[config.mk]
export PLATFORM = sky130hd
export DESIGN_NAME = baud_gen_frac
export DESIGN_NICKNAME = d
export VERILOG_FILES = /design/src/rtl/baud_gen_frac.sv
export SDC_FILE = /design/constraint.sdc
export NUM_CORES = 1
export LEC_CHECK = 0
export CORE_UTILIZATION = 30
export CTS_BUF_LIST = sky130_fd_sc_hd__clkbuf_8
export CTS_CLUSTER_DIAMETER = 50
export DETAILED_ROUTE_END_ITERATION = 12
export GPL_ROUTABILITY_DRIVEN = 0
export SLEW_MARGIN = 10
export SYNTH_ARGS = -nofsm -noshare
export SYNTH_HDL_FRONTEND = slang
export SYNTH_SLANG_ARGS = --single-unit
[constraint.sdc]
create_clock -name clk -period 3.7 [get_ports clk]
set_input_delay 0.74 -clock clk [delete_from_list [all_inputs] [get_ports clk]]
set_output_delay 0.74 -clock clk [all_outputs]
set_load 0.01 [all_outputs]
[src/rtl/baud_gen_frac.sv]
// Fractional baud generator for a 16550-class UART.
// prescaler (psd+1) -> divisor counter (L enables per sample) -> sample index (osr+1 per bit).
// Optional macro BAUD_FRAC_EN adds the fractional accumulator that stretches
// a sample period by one enable whenever acc+dlf carries out.
//
// state | meaning
// IDLE  | generator stopped, outputs low
// LOAD  | one-cycle restart: counters and accumulator cleared, ticks suppressed
// RUN   | generating sample_tick / baud_tick
module baud_gen_frac #(
   parameter int DL_WIDTH   = 16,
   parameter int PSD_WIDTH  = 4,
   parameter int FRAC_WIDTH = 4,
   parameter int OSR_WIDTH  = 5
) (
   input  logic                 clk,
   input  logic                 reset,
   input  logic [DL_WIDTH-1:0]  divisor_latch,
   input  logic [PSD_WIDTH-1:0] psd,
   input  logic [FRAC_WIDTH-1:0] dlf,
   input  logic [OSR_WIDTH-1:0] osr,
   input  logic                 new_baud,
   output logic                 baud_tick,
   output logic                 sample_tick,
   output logic [OSR_WIDTH-1:0] sample_idx,
   output logic                 active
);

   typedef enum logic [1:0] {
      ST_IDLE = 2'd0,
      ST_LOAD = 2'd1,
      ST_RUN  = 2'd2
   } state_t;

   state_t state_q, state_d;

   logic [DL_WIDTH-1:0]   div_s_q, div_s_d;
   logic [PSD_WIDTH-1:0]  psd_s_q, psd_s_d;
   logic [OSR_WIDTH-1:0]  osr_s_q, osr_s_d;
   logic [PSD_WIDTH-1:0]  pc_q, pc_d;
   logic [DL_WIDTH:0]     dc_q, dc_d;
   logic [DL_WIDTH:0]     len_q, len_d;
   logic [OSR_WIDTH-1:0]  idx_q, idx_d;
   logic                  sample_tick_q, sample_tick_d;
   logic                  baud_tick_q, baud_tick_d;
   logic                  active_q, active_d;
   logic                  en_now;
   logic                  period_start;
   logic                  carry;

`ifdef BAUD_FRAC_EN
   logic [FRAC_WIDTH-1:0] dlf_s_q, dlf_s_d;
   logic [FRAC_WIDTH-1:0] acc_q, acc_d;
   logic [FRAC_WIDTH-1:0] acc_sum;
`else
   logic unused_dlf;
   assign unused_dlf = ^dlf;
`endif

   // FSM state register
   always_ff @(posedge clk) begin
      if (reset) state_q <= ST_IDLE;
      else       state_q <= state_d;
   end

   // FSM next state: new_baud always restarts through LOAD
   always_comb begin
      state_d = state_q;
      if (new_baud) begin
         state_d = ST_LOAD;
      end else begin
         case (state_q)
            ST_IDLE: state_d = ST_IDLE;
            ST_LOAD: state_d = (div_s_q != '0) ? ST_RUN : ST_IDLE;
            ST_RUN:  state_d = ST_RUN;
            default: state_d = ST_IDLE;
         endcase
      end
   end

   // Shadow configuration, captured only on new_baud; osr clamped to 3 minimum
   always_comb begin
      div_s_d = div_s_q;
      psd_s_d = psd_s_q;
      osr_s_d = osr_s_q;
`ifdef BAUD_FRAC_EN
      dlf_s_d = dlf_s_q;
`endif
      if (new_baud) begin
         div_s_d = divisor_latch;
         psd_s_d = psd;
         osr_s_d = (osr < OSR_WIDTH'(3)) ? OSR_WIDTH'(3) : osr;
`ifdef BAUD_FRAC_EN
         dlf_s_d = dlf;
`endif
      end
   end

   // Counters for the next cycle; a period starts on RUN entry or after each sample tick
   always_comb begin
      en_now       = (pc_q == psd_s_q);
      pc_d         = pc_q;
      dc_d         = dc_q;
      idx_d        = idx_q;
      len_d        = len_q;
      period_start = 1'b0;
      carry        = 1'b0;
`ifdef BAUD_FRAC_EN
      acc_d        = acc_q;
      acc_sum      = '0;
`endif
      if (state_d == ST_RUN) begin
         if (state_q == ST_RUN) begin
            pc_d = en_now ? '0 : pc_q + PSD_WIDTH'(1);
            if (sample_tick_q) begin
               dc_d         = '0;
               period_start = 1'b1;
               idx_d        = (idx_q == osr_s_q) ? '0 : idx_q + OSR_WIDTH'(1);
            end else if (en_now) begin
               dc_d = dc_q + (DL_WIDTH+1)'(1);
            end
         end else begin
            pc_d         = '0;
            dc_d         = '0;
            idx_d        = '0;
            period_start = 1'b1;
         end
      end else begin
         pc_d  = '0;
         dc_d  = '0;
         idx_d = '0;
         len_d = '0;
`ifdef BAUD_FRAC_EN
         acc_d = '0;
`endif
      end
      if (period_start) begin
`ifdef BAUD_FRAC_EN
         {carry, acc_sum} = {1'b0, acc_q} + {1'b0, dlf_s_q};
         acc_d            = acc_sum;
`endif
         len_d = {1'b0, div_s_q} + {{DL_WIDTH{1'b0}}, carry};
      end
   end

   // FSM outputs: decode next-cycle tick so the outputs come straight from flops
   always_comb begin
      active_d      = (state_d == ST_RUN);
      sample_tick_d = active_d && (pc_d == psd_s_q) &&
                      ((dc_d + (DL_WIDTH+1)'(1)) == len_d);
      baud_tick_d   = sample_tick_d && (idx_d == osr_s_q);
   end

   // Datapath and output registers
   always_ff @(posedge clk) begin
      if (reset) begin
         div_s_q       <= '0;
         psd_s_q       <= '0;
         osr_s_q       <= '0;
         pc_q          <= '0;
         dc_q          <= '0;
         len_q         <= '0;
         idx_q         <= '0;
         sample_tick_q <= 1'b0;
         baud_tick_q   <= 1'b0;
         active_q      <= 1'b0;
`ifdef BAUD_FRAC_EN
         dlf_s_q       <= '0;
         acc_q         <= '0;
`endif
      end else begin
         div_s_q       <= div_s_d;
         psd_s_q       <= psd_s_d;
         osr_s_q       <= osr_s_d;
         pc_q          <= pc_d;
         dc_q          <= dc_d;
         len_q         <= len_d;
         idx_q         <= idx_d;
         sample_tick_q <= sample_tick_d;
         baud_tick_q   <= baud_tick_d;
         active_q      <= active_d;
`ifdef BAUD_FRAC_EN
         dlf_s_q       <= dlf_s_d;
         acc_q         <= acc_d;
`endif
      end
   end

   assign sample_tick = sample_tick_q;
   assign baud_tick   = baud_tick_q;
   assign sample_idx  = idx_q;
   assign active      = active_q;

endmodule

== Word level (Yosys, flattened, before mapping) ==
Index checks and enable logic that the tools add are counted.

* Flip-flop bits (word level): 73
* Input port bits: 32
* Output and inout port bits: 8
* Word-level logic and storage cells: 48

* Add/subtract/negate cells: 4
* Order comparisons: 1
* Eq/ne operators: 8
* Multiplexer cells: 20
* Reduce and logical (&&, ||, !) cells: 4

{| class="wikitable"
|+ Operators with widths
! cell !! number
|-
| two-way mux 17 bit || 6
|-
| adder 17 x 1 -> 17 bit (second input constant) || 2
|-
| two-way mux 5 bit || 5
|-
| equality test 17 bit || 1
|-
| nonzero test 16 bit || 1
|-
| two-way mux 4 bit || 3
|-
| equality test 5 bit || 2
|-
| equality test 4 bit || 2
|-
| adder 5 x 1 -> 5 bit (second input constant) || 1
|-
| less-than comparator 5 x 2 -> 1 bit (second input constant) || 1
|-
| adder 4 x 1 -> 4 bit (second input constant) || 1
|-
| equality test 2 bit (second input constant) || 2
|-
| two-way mux 2 bit || 2
|-
| case mux 2 bit (2 select lines) || 1
|-
| logical AND 1 bit || 3
|-
| two-way mux 1 bit || 3
|-
| equality test 2 x 1 -> 1 bit (second input constant) || 1
|}

== Depth between registers and ports, before layout ==
* Depth in word-level cells: 10
* Gate-level depth with buffers: 18
* Gate-level depth less buffers: 15

== Worst setup path after synthesis ==
OpenSTA, ideal clock, no wires.

* Kind: input port to flip-flop
* From: input port new_baud
* To: register baud_tick_q (netlist: baud_tick)
* Library setup time: 0.060 ns
* Arrival: 3.890 ns
* Data required time: 3.640 ns
* Setup slack: -0.250 ns
* Stages: 14
* Path buffers: 2
* Path through: buf_2 -> nor3b_1 -> a31oi_1 -> clkbuf_1 -> nor2_1 -> ha_1 -> nand2_1 -> a21o_1 -> or4_4 -> or3b_2 -> xnor2_1 -> or3_1 -> o31ai_1 -> o2111a_1

* Cells in the longest elaborated chain, start to end: 7
* Elaborated cells on any way between the ends: 15
* Those cells by class: add/sub: 1; eq/ne: 4; mux: 7; reduce/logical: 3

{| class="wikitable"
|+ RTL lines
! item !! RTL line !! text
|-
| start, declared || 22 || <nowiki>input logic new_baud,</nowiki>
|-
| two-way mux 2 bit || 69 || <nowiki>if (new_baud) begin</nowiki>
|-
| equality test 2 bit || 112 || <nowiki>if (state_d == ST_RUN) begin</nowiki>
|-
| two-way mux 17 bit || 112 ||
|-
| named net dc_d[0] || 41 || <nowiki>logic [DL_WIDTH:0] dc_q, dc_d;</nowiki>
|-
| adder 17 x 1 -> 17 bit || 150 || <nowiki>((dc_d + (DL_WIDTH+1)'(1)) == len_d);</nowiki>
|-
| equality test 17 bit || 150 ||
|-
| logical AND 1 bit || 149 || <nowiki>sample_tick_d = active_d && (pc_d == psd_s_q) &&</nowiki>
|-
| logical AND 1 bit || 151 || <nowiki>baud_tick_d = sample_tick_d && (idx_d == osr_s_q);</nowiki>
|-
| end signal, assigned || 180 || <nowiki>baud_tick_q <= baud_tick_d;</nowiki>
|-
| end, declared || 45 || <nowiki>logic baud_tick_q, baud_tick_d;</nowiki>
|}

The timed path passes the listed nets, and every way through them passes these cells.
A chain may end at the register's enable or synchronous reset.

== Worst setup path in the final report ==
* From: register psd_s_q[2]
* To: register baud_tick_q (netlist: baud_tick)

* Cells in the longest elaborated chain, start to end: 9
* Elaborated cells on any way between the ends: 14
* Those cells by class: add/sub: 1; eq/ne: 3; mux: 7; reduce/logical: 3

{| class="wikitable"
|+ RTL lines
! item !! RTL line !! text
|-
| start, declared || 38 || <nowiki>logic [PSD_WIDTH-1:0] psd_s_q, psd_s_d;</nowiki>
|-
| start signal, assigned || 173 || <nowiki>psd_s_q <= psd_s_d;</nowiki>
|-
| equality test 4 bit || 101 || <nowiki>en_now = (pc_q == psd_s_q);</nowiki>
|-
| two-way mux 17 bit || 119 || <nowiki>end else if (en_now) begin</nowiki>
|-
| two-way mux 17 bit || 115 || <nowiki>if (sample_tick_q) begin</nowiki>
|-
| two-way mux 17 bit || 113 || <nowiki>if (state_q == ST_RUN) begin</nowiki>
|-
| two-way mux 17 bit || 112 ||
|-
| named net dc_d[1] || 41 ||
|-
| adder 17 x 1 -> 17 bit || 150 ||
|-
| equality test 17 bit || 150 ||
|-
| logical AND 1 bit || 149 ||
|-
| logical AND 1 bit || 151 ||
|}

The timed path passes the listed nets, and every way through them passes these cells.

==> summary.txt <==
Yosys
  • Most used DFF post-synth: dfxtp_1
  • Post-synth cell types: 68
  • Syn_nets: 535
  • Cells after synthesis: ~500
  • Post-synth EDFFs: 0
  • Post-synthesis cell area: 4230 um2
  • Sequential area share after synthesis: 34.55%
  • Post-Syn Area per Cell: 8.512 um2
  • Ys Warns: 0
  • Number of synthesized register bits: 73
  • Asr flop ratio synth: 0%

Critical path
  • Crit-path max FO: 5
  • Setup CP Type: flop to flop
  • CP endpoint kind: flop
  • Worst r2r src: psd_s_q[2]
  • FF-to-FF path depth: 13
  • CP required: 4.01 ns
  • Startpoint Class: flop
  • CP startpoint: psd_s_q[2]
  • CP arrival: 3.83 ns

Worst hold path
  • Hold Path Class: flop to flop
  • Hold-critical path depth: 2
  • Hold_sp: len_q[9]

Routing
  • DR WL met2: 4832 um
  • Final WL: 10370 um
  • WL/cell: approximately 14 um
  • Vias: 3666
  • Vias per cell: roughly 5
  • DRT iter0 DRCs: around 280
  • Met1 Wirelength: just under 5000 um
  • DRC viols: 0
  • Routed wl met3: 319 um
  • Highest metal used: met4
  • Post-route antenna net violation count: 0
  • First-pass DRT Iterations: 4

Layout
  • Fin nets: 592
  • Multi-input gate area: 2633 um2
  • Diode count: 0
  • Sequential standard cell area: between 1000 and 1500 um2
  • Layout cells sized above 1: 16.99%
  • Post-layout instance area: 5229 um2
  • Fill count: roughly 1400
  • Area delta synth->final: 23.60%
  • Final core occ: a little under two fifths

Job
  • Max-Cap Viols: 0

Die
  • Die Area: around 15000 um2
  • Core Box Area: 13830 um2
  • Die X: 120.7 um
  • Die height: 120.7 um
  • # IOs: 40
  • Num rows: 43
  • Initial core utilization: between 30% and 40%

Clock network
  • Number of H-tree levels: 3
  • CTS tree: yes
  • # hold bufs at CTS: 0
  • Clk slew on worst S/H paths: ~0.09 ns
  • Num CTS Buffers: 9
  • CTS Sinks: 73
  • Max Root-Sink Buffers: 2
  • Clk root buf: clkbuf_8
  • Worst skew pair latency: between 0.3 and 0.4 ns

Placed design
  • Placed cell areas: 4933 um2
  • HPWL Detailed: between 7000 and 8000 um
  • Buffers added on ports: 35

STA
  • Max-slew headroom: 67.16%
  • Min Clock Period, post-route: between 3 and 4 ns
  • Maximum clock frequency: 0.2839 GHz
  • Setup tns final: 0 ns
  • Final Hold Fails: 0
  • Slew Viols, Final: 0
  • Worst Max-Slew Pin Slew: 0.4884 ns
  • Number of setup violations in the final report: 0
  • Tcrit/Tclk final: 95.19%
  • Clock Skew: 0.01628 ns

Global routing
  • Largest net degree at the start of global routing: 39
  • First-pass GRT wire length: 17540 um
  • Vias in the first global route: 3611
  • Grt ovf: 0
  • Initial antenna violation count: 0
  • GRT Overall Usage: 15.17%

Power and ir drop
  • VDD IR max: between 0.0002 and 0.0003 V
  • P per Cell Area: around 320 nW/um2
  • Static Leak: between 1.5 and 2 nW

Run status
  • Outcome: completed
-- state kept, by name (all words and copies together) (netlist names), 2 cells and up --
signal	cells
dc_q	17
div_s_q	16
len_q	17
osr_s_q	5
pc_q	4
psd_s_q	4
sample_idx	5
state_q	2
-- power by group --
group,internal (W),switching [W],total [W]
clock network,0.000385,0.000337,0.000722
logic,0.0000789,0.0000743,0.000153
registers,0.000803,0.0000184,0.000822
total,0.00127,0.000429,0.00170
-- cell usage in the layout (no fill, tap or decap), types with 6 or more instances in the layout --
master / synthesis / final
clkbuf_8: 0 / 9
buf_4: 1 / 38
mux2i_1: 42 / 42
and4_1: 6 / 6
nor4_1: 14 / 14
nand2_1: 25 / 25
nor2_1: 99 / 99
nor3_1: 12 / 12
dfxtp_1: 73 / 69
o21ai_0: 7 / 7
nand3_1: 12 / 12
ha_1: 6 / 6
xnor2_1: 33 / 30
a21oi_1: 13 / 13
xor2_1: 14 / 14
nand4_1: 11 / 11
or2_2: 7 / 7
inv_1: 11 / 11
clkdlybuf4s50_1: 0 / 34
-- per-layer routing --
layer / vias to the layer above / GRT usage, %
li1: 1869 / -
met1: 1703 / 19.51
met2: 72 / 24.78
met3: 22 / 1.651
met4: 0 / 8.333
met5: - / 0
-- kinds of logic (layout without fill, tap and decap cells) --
logic type               after synthesis  after routing  share of synthesized area (%)
adder cells (fa/ha/maj)                6              6                          1.775
AND/OR/NAND/NOR                      229            229                          28.34
flip-flops                            73             73                          34.55
AO/OA/AOI/OAI                         58             58                          10.03
multiplexers                          45             45                          10.74
XOR/XNOR                              48             48                          10.12
buffers and inverters                 38            100                          4.466
-- repair_timing --
action                     4_1_cts  5_1_grt
resized for setup                0       10
setup endpoints to repair        0        2
buffers inserted                 0        4
-- cells in the mapped netlist, types with 7 or more instances --
cell,instances,area [um2]
clkbuf_1,12,45.04
xnor2_1,33,289.0
o21ai_0,7,35.03
inv_1,11,41.29
nand4_1,11,68.82
or2_2,7,43.79
nand2_1,25,93.84
a21oi_1,13,65.06
nor2_1,99,371.6
mux2i_1,42,420.4
nand3_1,12,60.06
dfxtp_1,73,1461
nor3_1,12,60.06
buf_2,7,35.03
xor2_1,14,122.6
nor4_1,14,87.58
-- critical path, cell delays in order, from the launching register on --
cell,delay [ns]
dfxtp_2,0.36
xnor2_2,0.21
and4_1,0.24
mux2_2,0.38
nor2_1,0.12
ha_1,0.16
nand2_1,0.06
a21o_1,0.19
or4_4,0.43
or3b_2,0.49
xnor2_1,0.13
or3_1,0.31
o31ai_1,0.14
o2111a_1,0.25
-- layout make-up --
| class | instances | share of cell area (%) |
|---|---|---|
| clock buffers | 9 | 2.369 |
| clock inverters | 7 | 1.938 |
| inverters | 11 | 0.7897 |
| multi-input cells | 386 | 50.35 |
| flip-flops and latches | 73 | 28.05 |
| well taps | 180 | 4.307 |
| repair buffers | 73 | 12.20 |
-- metrics by stage --
step	worst slack, ns	std cells	total power [W]	hold slack, ns
after CTS	0.04520	735	0.001712	0.5058
after global placement	-0.2781	719	0.0009876	0.4776
after detailed placement	-0.3129	719	0.0009915	0.4851
after floorplan	0.005381	497	0.0009351	0.4602
final	0.1780	739	0.001697	0.5003
after global routing	-0.02327	739	0.001766	0.5357
-- worst paths after layout --
| check | to | slack, ns |
|---|---|---|
| max | baud_tick | 0.18 |
| min | len_q[9] | 0.50 |
| max reg2reg | baud_tick | 0.18 |
| min reg2reg | len_q[9] | 0.50 |
Note: power is estimated with default switching activity, not from simulation.
